==> config.mk <==
export PLATFORM = sky130hd
export DESIGN_NAME = systolic_job_arbiter_flat
export DESIGN_NICKNAME = d
export VERILOG_FILES = /design/src/rtl/systolic_job_arbiter_if.sv /design/src/rtl/systolic_job_arbiter.sv /design/src/flat_wrapper.sv
export SDC_FILE = /design/constraint.sdc
export NUM_CORES = 1
export LEC_CHECK = 0
export CORE_AREA = 2 2 65 67
export CTS_CLUSTER_SIZE = 25
export DETAILED_ROUTE_END_ITERATION = 6
export DIE_AREA = 0 0 67 69
export HOLD_SLACK_MARGIN = 0.05
export PLACE_DENSITY = 0.84
export SYNTH_ARGS = -nofsm -noshare
export SYNTH_HDL_FRONTEND = slang
export SYNTH_SLANG_ARGS = --single-unit
==> constraint.sdc <==
create_clock -name clk -period 2.04 [get_ports clk]
set_input_delay 0.408 -clock clk [delete_from_list [all_inputs] [get_ports clk]]
set_output_delay 0.408 -clock clk [all_outputs]
set_load 0.01 [all_outputs]
==> src/rtl/systolic_job_arbiter_if.sv <==
// -----------------------------------------------------------------------------
// systolic_job_arbiter_if
//
// Purpose: bundles the requester-side job handshake and the systolic
// controller start/done pair that pass through systolic_job_arbiter.
//
// Signals:
//   req           requester -> arbiter   per-requester job request
//   req_addr      requester -> arbiter   flattened per-requester base addresses
//   gnt           arbiter -> requester   one-hot current owner
//   owner_id      arbiter -> requester   index of the current or last owner
//   busy          arbiter -> requester   arbiter is not idle
//   job_done      arbiter -> requester   one-cycle completion pulse, owner bit
//   job_err       arbiter -> requester   watchdog timeout flag
//   tpu_start     arbiter -> controller  one-cycle start pulse
//   tpu_base_addr arbiter -> controller  latched base address of the owner
//   tpu_done      controller -> arbiter  done pulse
//
// Modports:
//   master  environment side (requesters + systolic controller)
//   slave   the arbiter itself
// -----------------------------------------------------------------------------
interface systolic_job_arbiter_if #(
  parameter int NUM_REQ = 4,
  parameter int ADDR_W  = 10
);
  localparam int ID_W = (NUM_REQ > 1) ? $clog2(NUM_REQ) : 1;

  logic [NUM_REQ-1:0]        req;
  logic [NUM_REQ*ADDR_W-1:0] req_addr;
  logic [NUM_REQ-1:0]        gnt;
  logic [ID_W-1:0]           owner_id;
  logic                      busy;
  logic                      tpu_start;
  logic [ADDR_W-1:0]         tpu_base_addr;
  logic                      tpu_done;
  logic [NUM_REQ-1:0]        job_done;
  logic                      job_err;

  modport master (
    output req, req_addr, tpu_done,
    input  gnt, owner_id, busy, tpu_start, tpu_base_addr, job_done, job_err
  );

  modport slave (
    input  req, req_addr, tpu_done,
    output gnt, owner_id, busy, tpu_start, tpu_base_addr, job_done, job_err
  );
endinterface

==> src/rtl/systolic_job_arbiter.sv <==
// -----------------------------------------------------------------------------
// systolic_job_arbiter
//
// Purpose: shares one systolic array controller among NUM_REQ job requesters.
// A round-robin pick chooses the next requester, the arbiter fires a one-cycle
// tpu_start with that requester's base address, waits for tpu_done and then
// returns a one-cycle job_done to the owner. All outputs are registered.
//
// Parameters:
//   NUM_REQ  number of requesters (power of two, 2..8)
//   ADDR_W   width of each requester's base address
//   TIMEOUT  watchdog limit in RUN cycles (watchdog build only)
//
// Ports:
//   clk    clock
//   srstn  asynchronous active-low reset
//   bus    systolic_job_arbiter_if.slave (req/req_addr/gnt/owner_id/busy/
//          tpu_start/tpu_base_addr/tpu_done/job_done/job_err)
//
// Optional feature:
//   SYS_ARB_TIMEOUT_EN  when defined, a RUN-state watchdog forces completion
//                       with job_err after TIMEOUT cycles without tpu_done.
//                       When undefined, job_err stays 0 and RUN waits forever.
// -----------------------------------------------------------------------------
module systolic_job_arbiter #(
  parameter int NUM_REQ = 4,
  parameter int ADDR_W  = 10,
  parameter int TIMEOUT = 1024
) (
  input  logic                     clk,
  input  logic                     srstn,
  systolic_job_arbiter_if.slave    bus
);

  localparam int ID_W = (NUM_REQ > 1) ? $clog2(NUM_REQ) : 1;

  localparam logic [1:0] ST_IDLE  = 2'd0;
  localparam logic [1:0] ST_START = 2'd1;
  localparam logic [1:0] ST_RUN   = 2'd2;
  localparam logic [1:0] ST_DONE  = 2'd3;

  localparam logic [NUM_REQ-1:0] ONE_HOT_0 = {{(NUM_REQ-1){1'b0}}, 1'b1};

  // Elaboration-time guard on the parameter ranges the pointer arithmetic
  // relies on (wrap-around by truncation needs a power-of-two NUM_REQ).
  if (NUM_REQ < 2 || NUM_REQ > 8 || (NUM_REQ & (NUM_REQ - 1)) != 0 ||
      TIMEOUT < 2) begin : g_bad_params
    $error("systolic_job_arbiter: illegal NUM_REQ/TIMEOUT parameter");
  end

  logic [1:0]         state;
  logic [ID_W-1:0]    rr_ptr;
  logic [ID_W-1:0]    owner_id_q;
  logic [NUM_REQ-1:0] gnt_q;
  logic [NUM_REQ-1:0] job_done_q;
  logic               busy_q;
  logic               tpu_start_q;
  logic               job_err_q;
  logic [ADDR_W-1:0]  base_addr_q;

  logic               pick_valid;
  logic [ID_W-1:0]    pick_id;
  logic [ID_W-1:0]    cand;
  logic [ADDR_W-1:0]  pick_addr;
  logic               wdog_hit;

  // Round-robin pick: scan rr_ptr, rr_ptr+1, ... with wrap by truncation.
  // The loop runs from the farthest candidate down so the nearest requester
  // to rr_ptr is the last (and winning) assignment.
  always_comb begin
    pick_valid = 1'b0;
    pick_id    = rr_ptr;
    cand       = '0;
    for (int k = NUM_REQ - 1; k >= 0; k--) begin
      cand = rr_ptr + ID_W'(k);
      if (bus.req[cand]) begin
        pick_valid = 1'b1;
        pick_id    = cand;
      end
    end
  end

  assign pick_addr = bus.req_addr[pick_id*ADDR_W +: ADDR_W];

`ifdef SYS_ARB_TIMEOUT_EN
  localparam int CNT_W = $clog2(TIMEOUT);

  logic [CNT_W-1:0] wdog_cnt;

  assign wdog_hit = (wdog_cnt == CNT_W'(TIMEOUT - 1));

  // Watchdog: cleared while in START so it reads 0 on the first RUN cycle,
  // then counts RUN cycles. Reaching TIMEOUT-1 means TIMEOUT RUN cycles have
  // elapsed by the time the FSM lands in DONE.
  always_ff @(posedge clk or negedge srstn) begin
    if (!srstn) begin
      wdog_cnt <= '0;
    end else if (state == ST_START) begin
      wdog_cnt <= '0;
    end else if (state == ST_RUN && !wdog_hit) begin
      wdog_cnt <= wdog_cnt + CNT_W'(1);
    end
  end
`else
  assign wdog_hit = 1'b0;
`endif

  // Main job FSM. tpu_start, job_done and job_err default low each cycle so
  // they can only ever be one-cycle pulses. gnt/busy/base address are held
  // from START through DONE; owner_id keeps the last owner after the job.
  // tpu_done outside RUN is simply never looked at.
  always_ff @(posedge clk or negedge srstn) begin
    if (!srstn) begin
      state       <= ST_IDLE;
      rr_ptr      <= '0;
      owner_id_q  <= '0;
      gnt_q       <= '0;
      job_done_q  <= '0;
      busy_q      <= 1'b0;
      tpu_start_q <= 1'b0;
      job_err_q   <= 1'b0;
      base_addr_q <= '0;
    end else begin
      tpu_start_q <= 1'b0;
      job_done_q  <= '0;
      job_err_q   <= 1'b0;
      case (state)
        ST_IDLE: begin
          if (pick_valid) begin
            state       <= ST_START;
            owner_id_q  <= pick_id;
            gnt_q       <= ONE_HOT_0 << pick_id;
            base_addr_q <= pick_addr;
            tpu_start_q <= 1'b1;
            busy_q      <= 1'b1;
          end
        end
        ST_START: begin
          state <= ST_RUN;
        end
        ST_RUN: begin
          // A real tpu_done wins over a simultaneous watchdog expiry.
          if (bus.tpu_done) begin
            state      <= ST_DONE;
            job_done_q <= ONE_HOT_0 << owner_id_q;
          end else if (wdog_hit) begin
            state      <= ST_DONE;
            job_done_q <= ONE_HOT_0 << owner_id_q;
            job_err_q  <= 1'b1;
          end
        end
        ST_DONE: begin
          state  <= ST_IDLE;
          gnt_q  <= '0;
          busy_q <= 1'b0;
          rr_ptr <= owner_id_q + ID_W'(1);
        end
        default: begin
          state <= ST_IDLE;
        end
      endcase
    end
  end

  assign bus.gnt           = gnt_q;
  assign bus.owner_id      = owner_id_q;
  assign bus.busy          = busy_q;
  assign bus.tpu_start     = tpu_start_q;
  assign bus.tpu_base_addr = base_addr_q;
  assign bus.job_done      = job_done_q;
  assign bus.job_err       = job_err_q;

endmodule

==> src/flat_wrapper.sv <==
// flat-port wrapper written by rule: the top's interface ports become plain ports
module systolic_job_arbiter_flat 
#(
  parameter int NUM_REQ = 4,
  parameter int ADDR_W  = 10,
  parameter int TIMEOUT = 1024
)
  (clk, srstn, bus_req, bus_req_addr, bus_tpu_done, bus_gnt, bus_owner_id, bus_busy, bus_tpu_start, bus_tpu_base_addr, bus_job_done, bus_job_err);
  systolic_job_arbiter_if #(.NUM_REQ(NUM_REQ), .ADDR_W(ADDR_W)) bus_i ();
  input  logic clk;
  input  logic srstn;
  input wire logic [$bits(bus_i.req)-1:0] bus_req;
  input wire logic [$bits(bus_i.req_addr)-1:0] bus_req_addr;
  input wire logic [$bits(bus_i.tpu_done)-1:0] bus_tpu_done;
  output wire logic [$bits(bus_i.gnt)-1:0] bus_gnt;
  output wire logic [$bits(bus_i.owner_id)-1:0] bus_owner_id;
  output wire logic [$bits(bus_i.busy)-1:0] bus_busy;
  output wire logic [$bits(bus_i.tpu_start)-1:0] bus_tpu_start;
  output wire logic [$bits(bus_i.tpu_base_addr)-1:0] bus_tpu_base_addr;
  output wire logic [$bits(bus_i.job_done)-1:0] bus_job_done;
  output wire logic [$bits(bus_i.job_err)-1:0] bus_job_err;
  assign bus_i.req = bus_req;
  assign bus_i.req_addr = bus_req_addr;
  assign bus_i.tpu_done = bus_tpu_done;
  assign bus_gnt = bus_i.gnt;
  assign bus_owner_id = bus_i.owner_id;
  assign bus_busy = bus_i.busy;
  assign bus_tpu_start = bus_i.tpu_start;
  assign bus_tpu_base_addr = bus_i.tpu_base_addr;
  assign bus_job_done = bus_i.job_done;
  assign bus_job_err = bus_i.job_err;
  systolic_job_arbiter #(.NUM_REQ(NUM_REQ), .ADDR_W(ADDR_W), .TIMEOUT(TIMEOUT)) u_core (.clk(clk), .srstn(srstn), .bus(bus_i));
endmodule
==> results of run 1 <==
-- cell type report --
cell class,count,area [sq um],area share
Timing Repair Buffer,84,840,0.331
Multi-Input combinational cell,111,863,0.341
Tap cell,50,62.6,0.0247
Sequential cell,26,651,0.257
Inverter,17,63.8,0.0252
Clock buffer,4,55.1,0.0217
-- layer usage --
metal | vias up | wire, um
li1 | 767 | -
met1 | 713 | 1790
met2 | 56 | 2180
met3 | 5 | 280
met4 | 0 | 57
met5 | - | 0
-- registers in the layout, indices dropped and copies added (netlist names) --
register	count
u_core.bus.busy	1
u_core.state	2
u_core.bus.job_done	4
u_core.bus.gnt	4
u_core.bus.tpu_base_addr	10
u_core.bus.tpu_start	1
u_core.bus.owner_id	2
u_core.rr_ptr	2
-- cell families after synthesis --
group | Yosys count | synth area share
buf+inv | 30 | 0.0750
flops | 26 | 0.411
mux | 11 | 0.0703
compound gates | 52 | 0.258
simple gates | 38 | 0.121
other cells | 1 | 0.00237
fa+ha+maj | 8 | 0.0632
-- timing repair --
action | 4_1_cts | 5_1_grt
setup endpoints to repair | 12 | 12
cloned | 1 | 0
pin swaps | 2 | 4
resized for setup | 5 | 12
endpoints found under the hold margin | 0 | 0
-- Yosys cell counts, drive strengths merged (2+ instances only) --
| cell | instances | share of area |
|---|---|---|
| dfrtp | 26 | 0.41 |
| inv | 17 | 0.040 |
| nor2 | 16 | 0.039 |
| a211oi | 11 | 0.052 |
| clkbuf | 10 | 0.024 |
| mux2i | 10 | 0.063 |
| a2111oi | 9 | 0.050 |
| a311oi | 9 | 0.050 |
| ha | 8 | 0.063 |
| nand2 | 7 | 0.017 |
| o21ai | 6 | 0.021 |
| and3 | 4 | 0.016 |
| nor2b | 4 | 0.016 |
| a21oi | 3 | 0.0095 |
| a22o | 3 | 0.017 |
| buf | 3 | 0.011 |
| a211o | 2 | 0.011 |
| nand2b | 2 | 0.0079 |
| o21a | 2 | 0.0095 |
| o41ai | 2 | 0.011 |
-- how the worst min path moves through the flow --
stage                                             from                                      end  slack, ps  depth (start not counted)
2_1_floorplan                                    srstn              u_core.bus.busy$_DFFE_PN0P_        110                          0
3_3_place_gp   u_core.bus.tpu_base_addr[8]$_DFFE_PN0P_  u_core.bus.tpu_base_addr[8]$_DFFE_PN0P_        490                          2
3_5_place_dp   u_core.bus.tpu_base_addr[8]$_DFFE_PN0P_  u_core.bus.tpu_base_addr[8]$_DFFE_PN0P_        520                          2
4_1_cts                                          srstn         u_core.bus.job_done[1]$_DFF_PN0_        510                          2
5_1_grt                                          srstn              u_core.bus.busy$_DFFE_PN0P_        530                          2
6_report                                         srstn              u_core.bus.busy$_DFFE_PN0P_        490                          2
-- cells in the final DEF (no fill, tap or decap), drive strengths merged, types with 2 or more instances in the layout --
master,instances
clkdlybuf4s50,66
dfrtp,26
inv,17
nor2,16
buf,16
a211oi,11
mux2i,10
a311oi,9
a2111oi,9
ha,8
nand2,7
o21ai,6
and3,4
clkbuf,4
nor2b,4
a21oi,3
a22o,3
o21a,3
nand2b,2
a211o,2
o41ai,2
-- critical path: cells and delay by family --
family | cells | cell delay, ps
muxes | 1 | 120
and+or+nand+nor | 1 | 190
buffers and inverters | 2 | 610
AOI/OAI and AO/OA | 3 | 800
-- power breakdown --
group	internal (mW)	total [mW]	switching, mW
clock	0.173	0.342	0.169
sequential	0.733	0.903	0.169
combinational	0.914	1.75	0.839
==> metrics.txt, run 1 <==
final wirelength between 4000 and 5000 um; final hold slack around 490 ps; layout cells sized above 1 0.132; Skew-Pair Late Insertion Delay about 280 ps; DR DRC count 0; initial antenna violation count 0; IO Port Bufs 68; crit path capture u_core.bus.tpu_base_addr[5]$_DFFE_PN0P_; synthesized area between 1500 and 2000 sq um; DR pass1 iterations 4; Final Non-Filler Cells between 200 and 300; slowest CP cell clkdlybuf4s50_1; dpl ws -391 ps; clk_skew 1.17 ps; Crit Path Max Fanout 18; final worst slack slightly below 80 ps; placed insts 287; grt ovf 0; M2 GR Usage 0.348; Worst Hold Class in2async; vias approximately 1500; minimum clock period around 2000 ps; Hold Vio Cnt, Final 0; Via density roughly 5.3; Mapped Cells about 170; final setup vio count 0; critical path class in2reg; status completed; Pleak 1.11 nW; routability cong. between 0.8 and 0.9; crit path launch bus_req[0]; number of diodes 0; post-synthesis sequential area ratio 0.411; Fmax 510 MHz; crit path capture type flip-flop; die height 69 um; full die area between 4000 and 5000 sq um; R2R Path Start u_core.rr_ptr[1]$_DFFE_PN0P_; Clock Sink Count 26; Most Used Layer, Global Route met2; period utilisation layout 0.961; synthesis-to-finish area growth 60.0%; Synth Net Count around 220; row cnt 23; slowest stage delay, CP 440 ps; r2r worst-path depth 5; met1 Track Usage GR 0.250; width of the chip 67 um; Max Cap Viol 0; Iteration-0 DRC Markers about 70; Startpoint Class input port; final instance area 2530 sq um; cts bufs inserted 3; Ports 70; number of nets in the layout between 200 and 300; FF-to-FF setup slack 140 ps; syn avg cell area around 9.5 sq um; Clock Path Buffers 2; RR Endpoint u_core.bus.tpu_base_addr[8]$_DFFE_PN0P_; worst-path cell chain clkdlybuf4s50_1, nor2b_2, o21a_4, a211o_1, buf_12, mux2i_1, a311oi_1; top_reg_cell synth dfrtp_1; DP Area around 2400 sq um; fin. max-slew vios 0; fraction of registers with async set/reset 1.00; vias in the first global route roughly 1600; CTS tree yes; setup bufs post-CTS 0; Yosys reg bits 26; pin count of the biggest net entering global routing 27; dpl hpwl about 3300 um; RSZ-0062 raised after global routing yes; Required @ worst endpoint 2220 ps; Starting Density 0.405; # fillers about 350; CTS root buffer clkbuf_8; met3 Usage GRT 0.0343; Ys Warns 0; H-tree level count 1; number of synthesized flops with an enable pin 0; Routed WL per cell approximately 15 um; PwrDens 1180 nW/um^2; Power Total roughly 3.0 mW; first-pass GRT wire length 7240 um; Util after Layout 0.648; setup TNS 0 ps; ANT nets after route 0; core area between 3000 and 4000 sq um; Synth cell types 37; GRT Overall Usage 0.202; Crit path arrival time roughly 2100 ps; Peak VDD IR ~0.00051 V; CTS Hold Bufs 0; Reg clk slew, reported paths 90 ps
No activity file was read; power rests on OpenSTA's default activity.
==> inputs of run 2 (changes only) <==
SLEW_MARGIN = 20   (was unset)
==> results of run 2 <==
The final DEF is identical to that of run 1; final timing and power are the same.
==> inputs of run 3 (changes only) <==
CORE_AREA = 2 2 66 68   (was 2 2 65 67)
DIE_AREA = 0 0 68 70   (was 0 0 67 69)
PLACE_DENSITY = 0.82   (was 0.84)
==> run 3 against run 2 <==
First-iteration DRC count fell by 43%. Final cell count rose by 1.4%. Die area rose by 3.0%. Power rose by 0.11%. Routed wire length fell by 4.3%. Sequential power fell by 0.7%. Clock skew rose by 0.60 ps. Largest cell class unchanged.
==> metrics.txt, run 3 (synthesis gave the netlist of run 1 again) <==
placed insts 293 (+2.1%); Worst Hold Class in2async; initial antenna violation count 0 (unchanged); crit path capture type flip-flop; Net Sw Frac 0.396 (+0.00277); vias 1570 (+1.9%); RSZ-0062 raised after global routing no; Hold Vio Cnt, Final 0 (unchanged); slowest CP cell or3_1; clk_skew 1.77 ps (+0.604 ps); Via density 5.30 (+0.51%); commonest non-fill, non-tap cell in the layout clkdlybuf4s50_1; status completed; first-pass GRT wire length 6900 um (-4.7%); number of nets in the layout 301 (+1.0%); Iteration-0 DRC Markers 39 (-43%); power share of the clock group 0.097 (-0.017); critical path class in2reg; Internal 1.81 mW (-0.35%); final setup vio count 0 (unchanged); Top delay family on crit path simple AND/OR/NAND/NOR gates; die height 70 um (+1.4%); row cnt 24 (+4.3%); Max Cap Viol 0 (unchanged); number of diodes 0 (unchanged); Skew-Pair Late Insertion Delay 270 ps (about the same); CTS tree yes; Starting Density 0.382 (-0.0225); IO Port Bufs 68 (unchanged); Largest register FFs 10 (unchanged); Pleak 1.12 nW (+1.2%); Clock Sink Count 26 (unchanged); H-tree level count 1 (unchanged); M2 GR Usage 0.310 (-0.0380); PwrDens 1160 nW/um^2 (-2.1%); Required @ worst endpoint 2210 ps (about the same); final hold slack 504 ps (+11.6 ps); pin count of the biggest net entering global routing 27 (unchanged); part of the power in registers 0.299 (-0.002); Fmax 539 MHz (+5.7%); layout cells sized above 1 0.164 (+0.0317); worst-path cell chain dlygate4sd2_1, or3_1, and4_4, or3b_1, a211o_1, o311ai_1; period utilisation layout 0.910 (-0.0514); Reg clk slew, reported paths 90 ps (about the same); Crit Path Max Fanout 6 (-12); core area 4140 sq um (+5.9%); slowest stage delay, CP 380 ps (-60 ps); DR pass1 iterations 4 (unchanged); final instance area 2590 sq um (+2.3%); width of the chip 68 um (+1.5%); synthesis-to-finish area growth 63.7%; grt ovf 0 (unchanged); Final Non-Filler Cells 296 (+1.4%); vias in the first global route 1601 (+1.5%); met3 Usage GRT 0.0483 (+0.0141); DR DRC count 0 (unchanged); met1 Track Usage GR 0.218 (-0.0315); ANT nets after route 0 (unchanged); final wirelength 4130 um (-4.3%); DP Area 2440 sq um (+0.83%); most frequent cells in the layout clkdlybuf4s50_1 (65), dfrtp_1 (26), inv_1 (16), buf_4 (16), nor2_1 (14); Routed WL per cell 13.9 um (-5.6%); fin. max-slew vios 0 (unchanged); Peak VDD IR 0.000611 V (+20%); minimum clock period 1860 ps (-105 ps); Most Used Layer, Global Route met2; Crit path arrival time 2030 ps (-110 ps); cts bufs inserted 3 (unchanged); dpl hpwl 3100 um (-6.7%); CTS root buffer clkbuf_8; CP bufs+invs 1 (-1); total net switching power 1.19 mW (+0.81%); Startpoint Class input port; logic gate share of total power 0.604 (+0.019); GRT Overall Usage 0.185 (-0.0167); Clock Path Buffers 2 (unchanged); Ports 70 (unchanged); Util after Layout 0.626 (-0.0221); full die area 4760 sq um (+3.0%); routability cong. 0.757 (-7.7%)
==> run 3: cell types whose count changed in the layout (fill, tap and decap cells not counted), moves of 2 or more <==
cell       delta
a2111oi_4     +2
a2111oi_0     -5
a2111oi_2     +4
buf_4         +3
buf_12        -2
buf_6         +2
==> run 3: final cells by class <==
class                      instances  area, sq um
clock buffer                       3         41.3
fill                             355         1550
inverter                          17         63.8
multi-input combinational        110          910
sequential                        26          651
tap                               52         65.1
timing repair buffer              88          862
==> run 3: path summary, 6_finish.rpt <==
path / start / cells after the start / slack [ps] / to
setup / recovery: bus_req[3] / 6 / 180 / u_core.bus.tpu_base_addr[8]$_DFFE_PN0P_
hold / removal: srstn / 2 / 500 / u_core.bus.gnt[2]$_DFFE_PN0P_
setup reg to reg: u_core.rr_ptr[1]$_DFFE_PN0P_ / 5 / 210 / u_core.bus.tpu_base_addr[8]$_DFFE_PN0P_
hold reg to reg: u_core.bus.tpu_base_addr[8]$_DFFE_PN0P_ / 2 / 530 / u_core.bus.tpu_base_addr[8]$_DFFE_PN0P_
max in group asynchronous: srstn / 2 / 1290 / u_core.state[1]$_DFFE_PN0P_
min in group clk: u_core.bus.tpu_base_addr[8]$_DFFE_PN0P_ / 2 / 530 / u_core.bus.tpu_base_addr[8]$_DFFE_PN0P_
==> run 3: power by group through the flow <==
stage	Combinational (mW)	Sequential (mW)	Clock (mW)
after detailed placement	1.69	0.901	0
after floorplan	0.838	0.953	0
after global placement	1.64	0.897	0
final	1.81	0.897	0.290
after global routing	1.99	0.929	0.316
after CTS	1.71	0.894	0.295
==> run 3: stage by stage <==
step	worst slack (ps)	setup TNS, ps	power, mW
2_1_floorplan	265	0	1.79
3_3_place_gp	-279	-2780	2.54
3_5_place_dp	-306	-3510	2.59
4_1_cts	13.2	0	2.89
5_1_grt	115	0	3.24
6_report	184	0	3.00
==> run 3: what timing repair did <==
item,CTS,global route
hold buffers,0,0
resized for setup,2,28
endpoints found under the setup margin,4,12
pin swaps,0,5
endpoints found under the hold margin,0,0
setup buffers,0,0
==> run 3: worst reg2reg max path, cell delays in order (launching register included) <==
cell and delay, ps:
dfrtp_1 460, or3_1 330, and4_4 210, or3b_1 370, a211o_1 290, o311ai_1 80
==> run 3: per-layer routing <==
metal / vias up / wire length (um)
li1: 772 / -
met1: 722 / 1690
met2: 63 / 2030
met3: 13 / 279
met4: 0 / 124
met5: - / 0
